--- config.mk ---
export PLATFORM = sky130hd
export DESIGN_NAME = multicycle_arm_core
export DESIGN_NICKNAME = d
export VERILOG_FILES = /design/src/rtl/multicycle_arm_core.sv
export SDC_FILE = /design/constraint.sdc
export NUM_CORES = 2
export LEC_CHECK = 0
export CORE_AREA = 2 2 282 284
export DETAILED_ROUTE_END_ITERATION = 8
export DIE_AREA = 0 0 284 286
export PLACE_DENSITY = 0.77
export SLEW_MARGIN = 20
export SYNTH_ARGS = -nofsm -noshare
export SYNTH_HDL_FRONTEND = slang
export SYNTH_SLANG_ARGS = --single-unit
--- constraint.sdc ---
create_clock -name clk -period 5.4 [get_ports clk]
set_clock_uncertainty 0.05 [all_clocks]
set_input_delay 1.35 -clock clk [delete_from_list [all_inputs] [get_ports clk]]
set_output_delay 1.35 -clock clk [all_outputs]
set_load 0.01 [all_outputs]
--- src/rtl/multicycle_arm_core.sv ---
// Purpose : multicycle reduced-ARM core (ADD/SUB/AND/ORR, LDR/STR, B; NZ flags, AL/EQ/NE) on one shared memory port.
// Latency : zero-wait CPI = ALU 4, LDR 5, STR 4, B 3, skipped/illegal 2; each memory wait cycle adds 1.
// Backpressure: mem_req/mem_we/mem_addr/mem_wdata are held until mem_ready=1; the core stalls meanwhile.
// Ports   : clk/rst (sync, active-high); mem_req/mem_we/mem_addr/mem_wdata/mem_rdata/mem_ready = unified memory port;
//           retire/illegal = registered one-cycle pulses; pc_dbg = current PC.
module multicycle_arm_core #(
    parameter int          ADDR_W   = 32,
    parameter logic [31:0] RESET_PC = 32'h0
) (
    input  logic              clk,
    input  logic              rst,
    output logic              mem_req,
    output logic              mem_we,
    output logic [ADDR_W-1:0] mem_addr,
    output logic [31:0]       mem_wdata,
    input  logic [31:0]       mem_rdata,
    input  logic              mem_ready,
    output logic              retire,
    output logic              illegal,
    output logic [31:0]       pc_dbg
);

    typedef enum logic [3:0] {
        S_FETCH, S_DECODE, S_EXEC, S_ALU_WB, S_MEM_ADR,
        S_MEM_RD, S_MEM_WB, S_MEM_WR, S_BRANCH
    } state_t;

    state_t      state, state_n;
    logic [31:0] pc, pc_n, ir, ir_n, data, data_n, aluout, aluout_n;
    logic        nf, nf_n, zf, zf_n;
    logic [31:0] rf [0:14];
    logic        retire_n, illegal_n, req_n, we_n;
    logic [31:0] addr_n, wdata_n;

    // Instruction fields
    logic [3:0]  cond, cmd, rn, rd, rm;
    logic [1:0]  op;
    logic        ibit, sbit;
    assign cond = ir[31:28];
    assign op   = ir[27:26];
    assign ibit = ir[25];
    assign cmd  = ir[24:21];
    assign sbit = ir[20];
    assign rn   = ir[19:16];
    assign rd   = ir[15:12];
    assign rm   = ir[3:0];

    // pc already points past the instruction once it is fetched, so R15 reads pc+4
    logic [31:0] r15_val, rn_val, rm_val, rd_val, src2, alu_res, br_target;
    assign r15_val = pc + 32'd4;
    assign rn_val  = (rn == 4'hF) ? r15_val : rf[rn];
    assign rm_val  = (rm == 4'hF) ? r15_val : rf[rm];
    assign rd_val  = (rd == 4'hF) ? r15_val : rf[rd];
    assign src2    = ibit ? {24'd0, ir[7:0]} : rm_val;
    assign br_target = r15_val + {{6{ir[23]}}, ir[23:0], 2'b00};

    logic cond_ok, cmd_ok;
    always_comb begin
        cond_ok = 1'b0;
        case (cond)
            4'b1110: cond_ok = 1'b1;
            4'b0000: cond_ok = zf;
            4'b0001: cond_ok = ~zf;
            default: cond_ok = 1'b0;
        endcase
    end

    always_comb begin
        alu_res = 32'd0;
        cmd_ok  = 1'b1;
        case (cmd)
            4'b0100: alu_res = rn_val + src2;
            4'b0010: alu_res = rn_val - src2;
            4'b0000: alu_res = rn_val & src2;
            4'b1100: alu_res = rn_val | src2;
            default: cmd_ok  = 1'b0;
        endcase
    end

    always_ff @(posedge clk) begin
        if (rst) begin
            state     <= S_FETCH;
            pc        <= RESET_PC;
            ir        <= 32'd0;
            data      <= 32'd0;
            aluout    <= 32'd0;
            nf        <= 1'b0;
            zf        <= 1'b0;
            mem_req   <= 1'b0;
            mem_we    <= 1'b0;
            mem_addr  <= '0;
            mem_wdata <= 32'd0;
            retire    <= 1'b0;
            illegal   <= 1'b0;
            for (int i = 0; i < 15; i++) rf[i] <= 32'd0;
        end else begin
            state     <= state_n;
            pc        <= pc_n;
            ir        <= ir_n;
            data      <= data_n;
            aluout    <= aluout_n;
            nf        <= nf_n;
            zf        <= zf_n;
            mem_req   <= req_n;
            mem_we    <= we_n;
            mem_addr  <= addr_n[ADDR_W-1:0];
            mem_wdata <= wdata_n;
            retire    <= retire_n;
            illegal   <= illegal_n;
            // Rd=15 writes are dropped
            if (state == S_ALU_WB && rd != 4'hF) rf[rd] <= aluout;
            if (state == S_MEM_WB && rd != 4'hF) rf[rd] <= data;
        end
    end

    always_comb begin
        state_n   = state;
        pc_n      = pc;
        ir_n      = ir;
        data_n    = data;
        aluout_n  = aluout;
        nf_n      = nf;
        zf_n      = zf;
        retire_n  = 1'b0;
        illegal_n = 1'b0;
        case (state)
            S_FETCH: if (mem_req && mem_ready) begin
                ir_n    = mem_rdata;
                pc_n    = pc + 32'd4;
                state_n = S_DECODE;
            end
            S_DECODE: begin
                if (!cond_ok) begin
                    retire_n = 1'b1;
                    state_n  = S_FETCH;
                end else if (op == 2'b11 || (op == 2'b00 && !cmd_ok)) begin
                    illegal_n = 1'b1;
                    retire_n  = 1'b1;
                    state_n   = S_FETCH;
                end else if (op == 2'b00) begin
                    state_n = S_EXEC;
                end else if (op == 2'b01) begin
                    state_n = S_MEM_ADR;
                end else begin
                    state_n = S_BRANCH;
                end
            end
            S_EXEC: begin
                aluout_n = alu_res;
                if (sbit) begin
                    nf_n = alu_res[31];
                    zf_n = (alu_res == 32'd0);
                end
                state_n = S_ALU_WB;
            end
            S_ALU_WB: begin
                retire_n = 1'b1;
                state_n  = S_FETCH;
            end
            S_MEM_ADR: begin
                aluout_n = rn_val + {20'd0, ir[11:0]};
                state_n  = sbit ? S_MEM_RD : S_MEM_WR;
            end
            S_MEM_RD: if (mem_req && mem_ready) begin
                data_n  = mem_rdata;
                state_n = S_MEM_WB;
            end
            S_MEM_WB: begin
                retire_n = 1'b1;
                state_n  = S_FETCH;
            end
            S_MEM_WR: if (mem_req && mem_ready) begin
                retire_n = 1'b1;
                state_n  = S_FETCH;
            end
            S_BRANCH: begin
                pc_n     = br_target;
                retire_n = 1'b1;
                state_n  = S_FETCH;
            end
            default: state_n = S_FETCH;
        endcase
    end

    // Memory outputs are registered from the next state, so a request is already
    // up in the first cycle of FETCH/MEM_RD/MEM_WR and stays put while stalled.
    always_comb begin
        req_n   = (state_n == S_FETCH) || (state_n == S_MEM_RD) || (state_n == S_MEM_WR);
        we_n    = (state_n == S_MEM_WR);
        addr_n  = 32'd0;
        if (state_n == S_FETCH)                           addr_n = {pc_n[31:2], 2'b00};
        else if (state_n == S_MEM_RD || state_n == S_MEM_WR) addr_n = {aluout_n[31:2], 2'b00};
        wdata_n = we_n ? rd_val : 32'd0;
    end

    assign pc_dbg = pc;

endmodule
==> impl_metrics.toml <==
[hold_path]
hold_path.startpoint = "data[29]"
holdPathStages = 2
timing.hold.worst.class = "register to register"
holdPathEnd = "data[29]"

[die]
chipWidth_um = 284
die_height_um = 286
placeableCoreArea_sq_um = 78400
placementRows = 103
top_ports = 135
initial_utilization = 0.565
floorplan.die_area_sq_um = 81200

[sta]
worst_pin_slew_ns = 1.19
max_clock_freq_ghz = 0.170
min_period_ns = 5.87
setup_slack_ns = -0.465
drv_slew = 0
report.final.hold_viol_count = 0
max_slew_margin = 0.207
layout_worst_path_cycle_share = 1.09
finalHoldWorstSlack_ns = 0.405
setup-violations-final = 25
setup_repair_after_global_routing_missed_its_margin = "true"

[global_route]
grt.overflow.total = 0
grt.total_usage = 0.424
grt_start_max_net_pins = 91
grt_pass1_wl_um = 251000
grt_antenna_before_repair = 8
vias_in_the_first_global_route = 38468

[detailed_routing]
drtAntennaViolNets = 0
avgViaCountPerCell = 7.08
detail_route.first_pass.iterations = 8
drt_iter0_markers = 7069
drt_wl_total_um = 176000
remaining_drc_errors = 0
routed-via-count = 39910
route.detailed.wl_per_inst_um = 31.2

[outcome]
failed_checks = "setup timing"
status = "finished, violations left"

[clocking]
cts_buffer_depth = 3
cts-htree-levels = 3
clkTransAtPathRegs_ns = 0.06
clk-insertion-delay-late_ns = 0.67
tritoncts = "done"
cts.sinks = 721
root_buffer = "sky130_fd_sc_hd__clkbuf_16"
cts_buffers = 77

[synthesis]
synthesis.area_sq_um = 44300
post_synth.cell_area_avg_sq_um = 11.3
async_flop_share = 0
yosys_warnings = 0
synth_enable_flop_cells = 512
synthFlopType = "sky130_fd_sc_hd__edfxtp_1"
synth_cells = 3915
distinct_cells_synth = 92
synth-seq-cells = 721
seq_area_frac_synth = 0.442

[place]
io_buffers = 130
globalplace.congestion = 1.06
place_area_sq_um = 50900
dp.final_hpwl_um = 120000

[setup_path]
crit-reg2reg-capture = "zf"
required_time_at_the_endpoint_of_the_critical_path_ns = 5.95
cp.arrival_ns = 6.42
critPathLaunchType = "register"
setup.worst_path.end_class = "register"
worst-path-max-fanout = 4
reg2regPathDepth = 23
setup.worst_path.class = "register to register"
r2r_setup_slack_ns = -0.47

[finish]
nFillCells = 5417
design_area_sq_um = 54600
syn_to_final_growth_pct = 23.3
drive_gt1_frac = 0.309
fin_nets = 4642

[run]
cap_violations = 0

[power]
power_density_nw_per_um2 = 277
p_leak_nw = 20.1
ir_drop_mv = 0.248
## what timing repair did
action,CTS,global route
endpoints found under the setup margin,34,37
endpoints found under the hold margin,0,0
gates resized for setup,92,74
buffers inserted,26,27
pin swaps,37,52
hold buffers,0,0
cloned,0,2
## cell families after synthesis
| logic type | Yosys count | share of synthesized area |
|---|---|---|
| flops | 721 | 0.442 |
| other cells | 1 | 0.0000847 |
| compound gates | 665 | 0.0979 |
| mux | 553 | 0.240 |
| fa+ha+maj | 83 | 0.0240 |
| xor+xnor | 125 | 0.0249 |
| simple gates | 1365 | 0.134 |
| buf+inv | 402 | 0.0380 |
## layer usage
metal / up-vias / routed length [um] / track usage
li1: 15989 / - / -
met5: - / 46 / 0
met4: 8 / 13400 / 0.252
met1: 19053 / 57700 / 0.527
met2: 3899 / 75200 / 0.624
met3: 961 / 29500 / 0.174
## worst max-delay path: stages, from the launching register on
cell and delay (ns):
sky130_fd_sc_hd__dfxtp_4 0.43, sky130_fd_sc_hd__buf_6 0.14, sky130_fd_sc_hd__mux4_2 0.50, sky130_fd_sc_hd__a22o_1 0.27, sky130_fd_sc_hd__a2111o_1 0.47, sky130_fd_sc_hd__nor4bb_4 0.45, sky130_fd_sc_hd__nand2_2 0.15, sky130_fd_sc_hd__nor3_2 0.16
sky130_fd_sc_hd__buf_4 0.16, sky130_fd_sc_hd__and2_4 0.15, sky130_fd_sc_hd__nor2_2 0.03, sky130_fd_sc_hd__xnor2_1 0.12, sky130_fd_sc_hd__ha_1 0.34, sky130_fd_sc_hd__nand4_1 0.13, sky130_fd_sc_hd__or3_4 0.43, sky130_fd_sc_hd__a211oi_4 0.24
sky130_fd_sc_hd__or3_1 0.16, sky130_fd_sc_hd__a21oi_1 0.06, sky130_fd_sc_hd__a211o_1 0.28, sky130_fd_sc_hd__nor4_1 0.24, sky130_fd_sc_hd__nor4b_2 0.27, sky130_fd_sc_hd__nand4_1 0.15, sky130_fd_sc_hd__nor4b_2 0.22, sky130_fd_sc_hd__a41o_1 0.19
## through the flow
stage	TNS [ns]	worst slack [ns]	instances	utilization	power, mW
floorplan	0	0.000213	3950	-	8.02
global placement	-10.17	-0.629	5442	0.650	9.37
detailed placement	-13.56	-0.758	5442	0.650	9.40
CTS	-2.18	-0.328	5605	0.689	14.8
global route	-10.61	-0.580	5634	0.697	15.4
finish	-6.63	-0.465	5636	0.697	15.1
## cell type report
type / instances / area (sq um) / share of cell area
multi-input combinational: 2827 / 24000 / 0.440
sequential: 721 / 19600 / 0.359
timing repair buffer: 810 / 6840 / 0.125
clock buffer: 100 / 2180 / 0.0399
tap: 1050 / 1310 / 0.0241
clock inverter: 39 / 335 / 0.00614
inverter: 87 / 327 / 0.00598
antenna: 2 / 5.00 / 0.0000917
## synthesized netlist by cell type, types with 37 or more instances
library cell / instances / area, sq um
sky130_fd_sc_hd__a21oi_1: 226 / 1130
sky130_fd_sc_hd__a22oi_1: 43 / 323
sky130_fd_sc_hd__buf_1: 46 / 173
sky130_fd_sc_hd__buf_2: 39 / 195
sky130_fd_sc_hd__clkbuf_1: 206 / 773
sky130_fd_sc_hd__dfxtp_1: 209 / 4180
sky130_fd_sc_hd__edfxtp_1: 512 / 15400
sky130_fd_sc_hd__ha_1: 80 / 1000
sky130_fd_sc_hd__inv_1: 84 / 315
sky130_fd_sc_hd__mux2i_1: 129 / 1290
sky130_fd_sc_hd__mux4_2: 403 / 9080
sky130_fd_sc_hd__nand2_1: 368 / 1380
sky130_fd_sc_hd__nand2b_1: 37 / 231
sky130_fd_sc_hd__nand3_1: 55 / 275
sky130_fd_sc_hd__nor2_1: 698 / 2620
sky130_fd_sc_hd__nor3_1: 45 / 225
sky130_fd_sc_hd__o21ai_0: 110 / 551
sky130_fd_sc_hd__xnor2_1: 71 / 622
sky130_fd_sc_hd__xor2_1: 53 / 464
## registers in the layout, indices dropped and copies added (netlist names), named ones only
name / cells
pc_dbg: 30
data: 32
rf: 512
state: 4
mem_wdata: 32
aluout: 32
illegal: 1
ir: 32
retire: 1
mem_req: 1
mem_we: 1
mem_addr: 30
zf: 1
## how the worst max path moves through the flow
stage,startpoint,end,slack (ns),cells after the start
CTS,register,zf,-0.33,23
floorplan,register,zf,0.0002,24
detailed placement,register,zf,-0.76,26
global route,register,zf,-0.58,25
finish,register,zf,-0.47,23
global placement,register,zf,-0.63,26
## cell usage in the layout, fill, tap and decap left out, types with 24 or more instances in the layout
cell | Yosys | routed
sky130_fd_sc_hd__a21o_1 | 24 | 24
sky130_fd_sc_hd__a22o_1 | 32 | 32
sky130_fd_sc_hd__nor2_1 | 698 | 685
sky130_fd_sc_hd__inv_1 | 84 | 83
sky130_fd_sc_hd__nor3_1 | 45 | 38
sky130_fd_sc_hd__nand4_1 | 28 | 28
sky130_fd_sc_hd__conb_1 | 1 | 36
sky130_fd_sc_hd__dfxtp_1 | 209 | 198
sky130_fd_sc_hd__o21ai_0 | 110 | 93
sky130_fd_sc_hd__a22oi_1 | 43 | 38
sky130_fd_sc_hd__clkbuf_16 | 0 | 85
sky130_fd_sc_hd__nand3_1 | 55 | 47
sky130_fd_sc_hd__edfxtp_1 | 512 | 512
sky130_fd_sc_hd__xor2_1 | 53 | 53
sky130_fd_sc_hd__o22ai_1 | 29 | 27
sky130_fd_sc_hd__clkdlybuf4s50_1 | 0 | 129
sky130_fd_sc_hd__buf_4 | 15 | 633
sky130_fd_sc_hd__a21oi_1 | 226 | 203
sky130_fd_sc_hd__mux4_2 | 403 | 403
sky130_fd_sc_hd__ha_1 | 80 | 75
sky130_fd_sc_hd__mux2i_1 | 129 | 127
sky130_fd_sc_hd__xnor2_1 | 71 | 68
sky130_fd_sc_hd__nand2_1 | 368 | 348
## report_power, final
group | leakage, nW | total, mW | switching, mW | internal, mW
Combinational | 11.9 | 3.48 | 1.83 | 1.66
Sequential | 6.98 | 6.24 | 0.177 | 6.06
Clock | 1.23 | 5.39 | 2.38 | 3.02
Power figures use the tool's default switching activity.
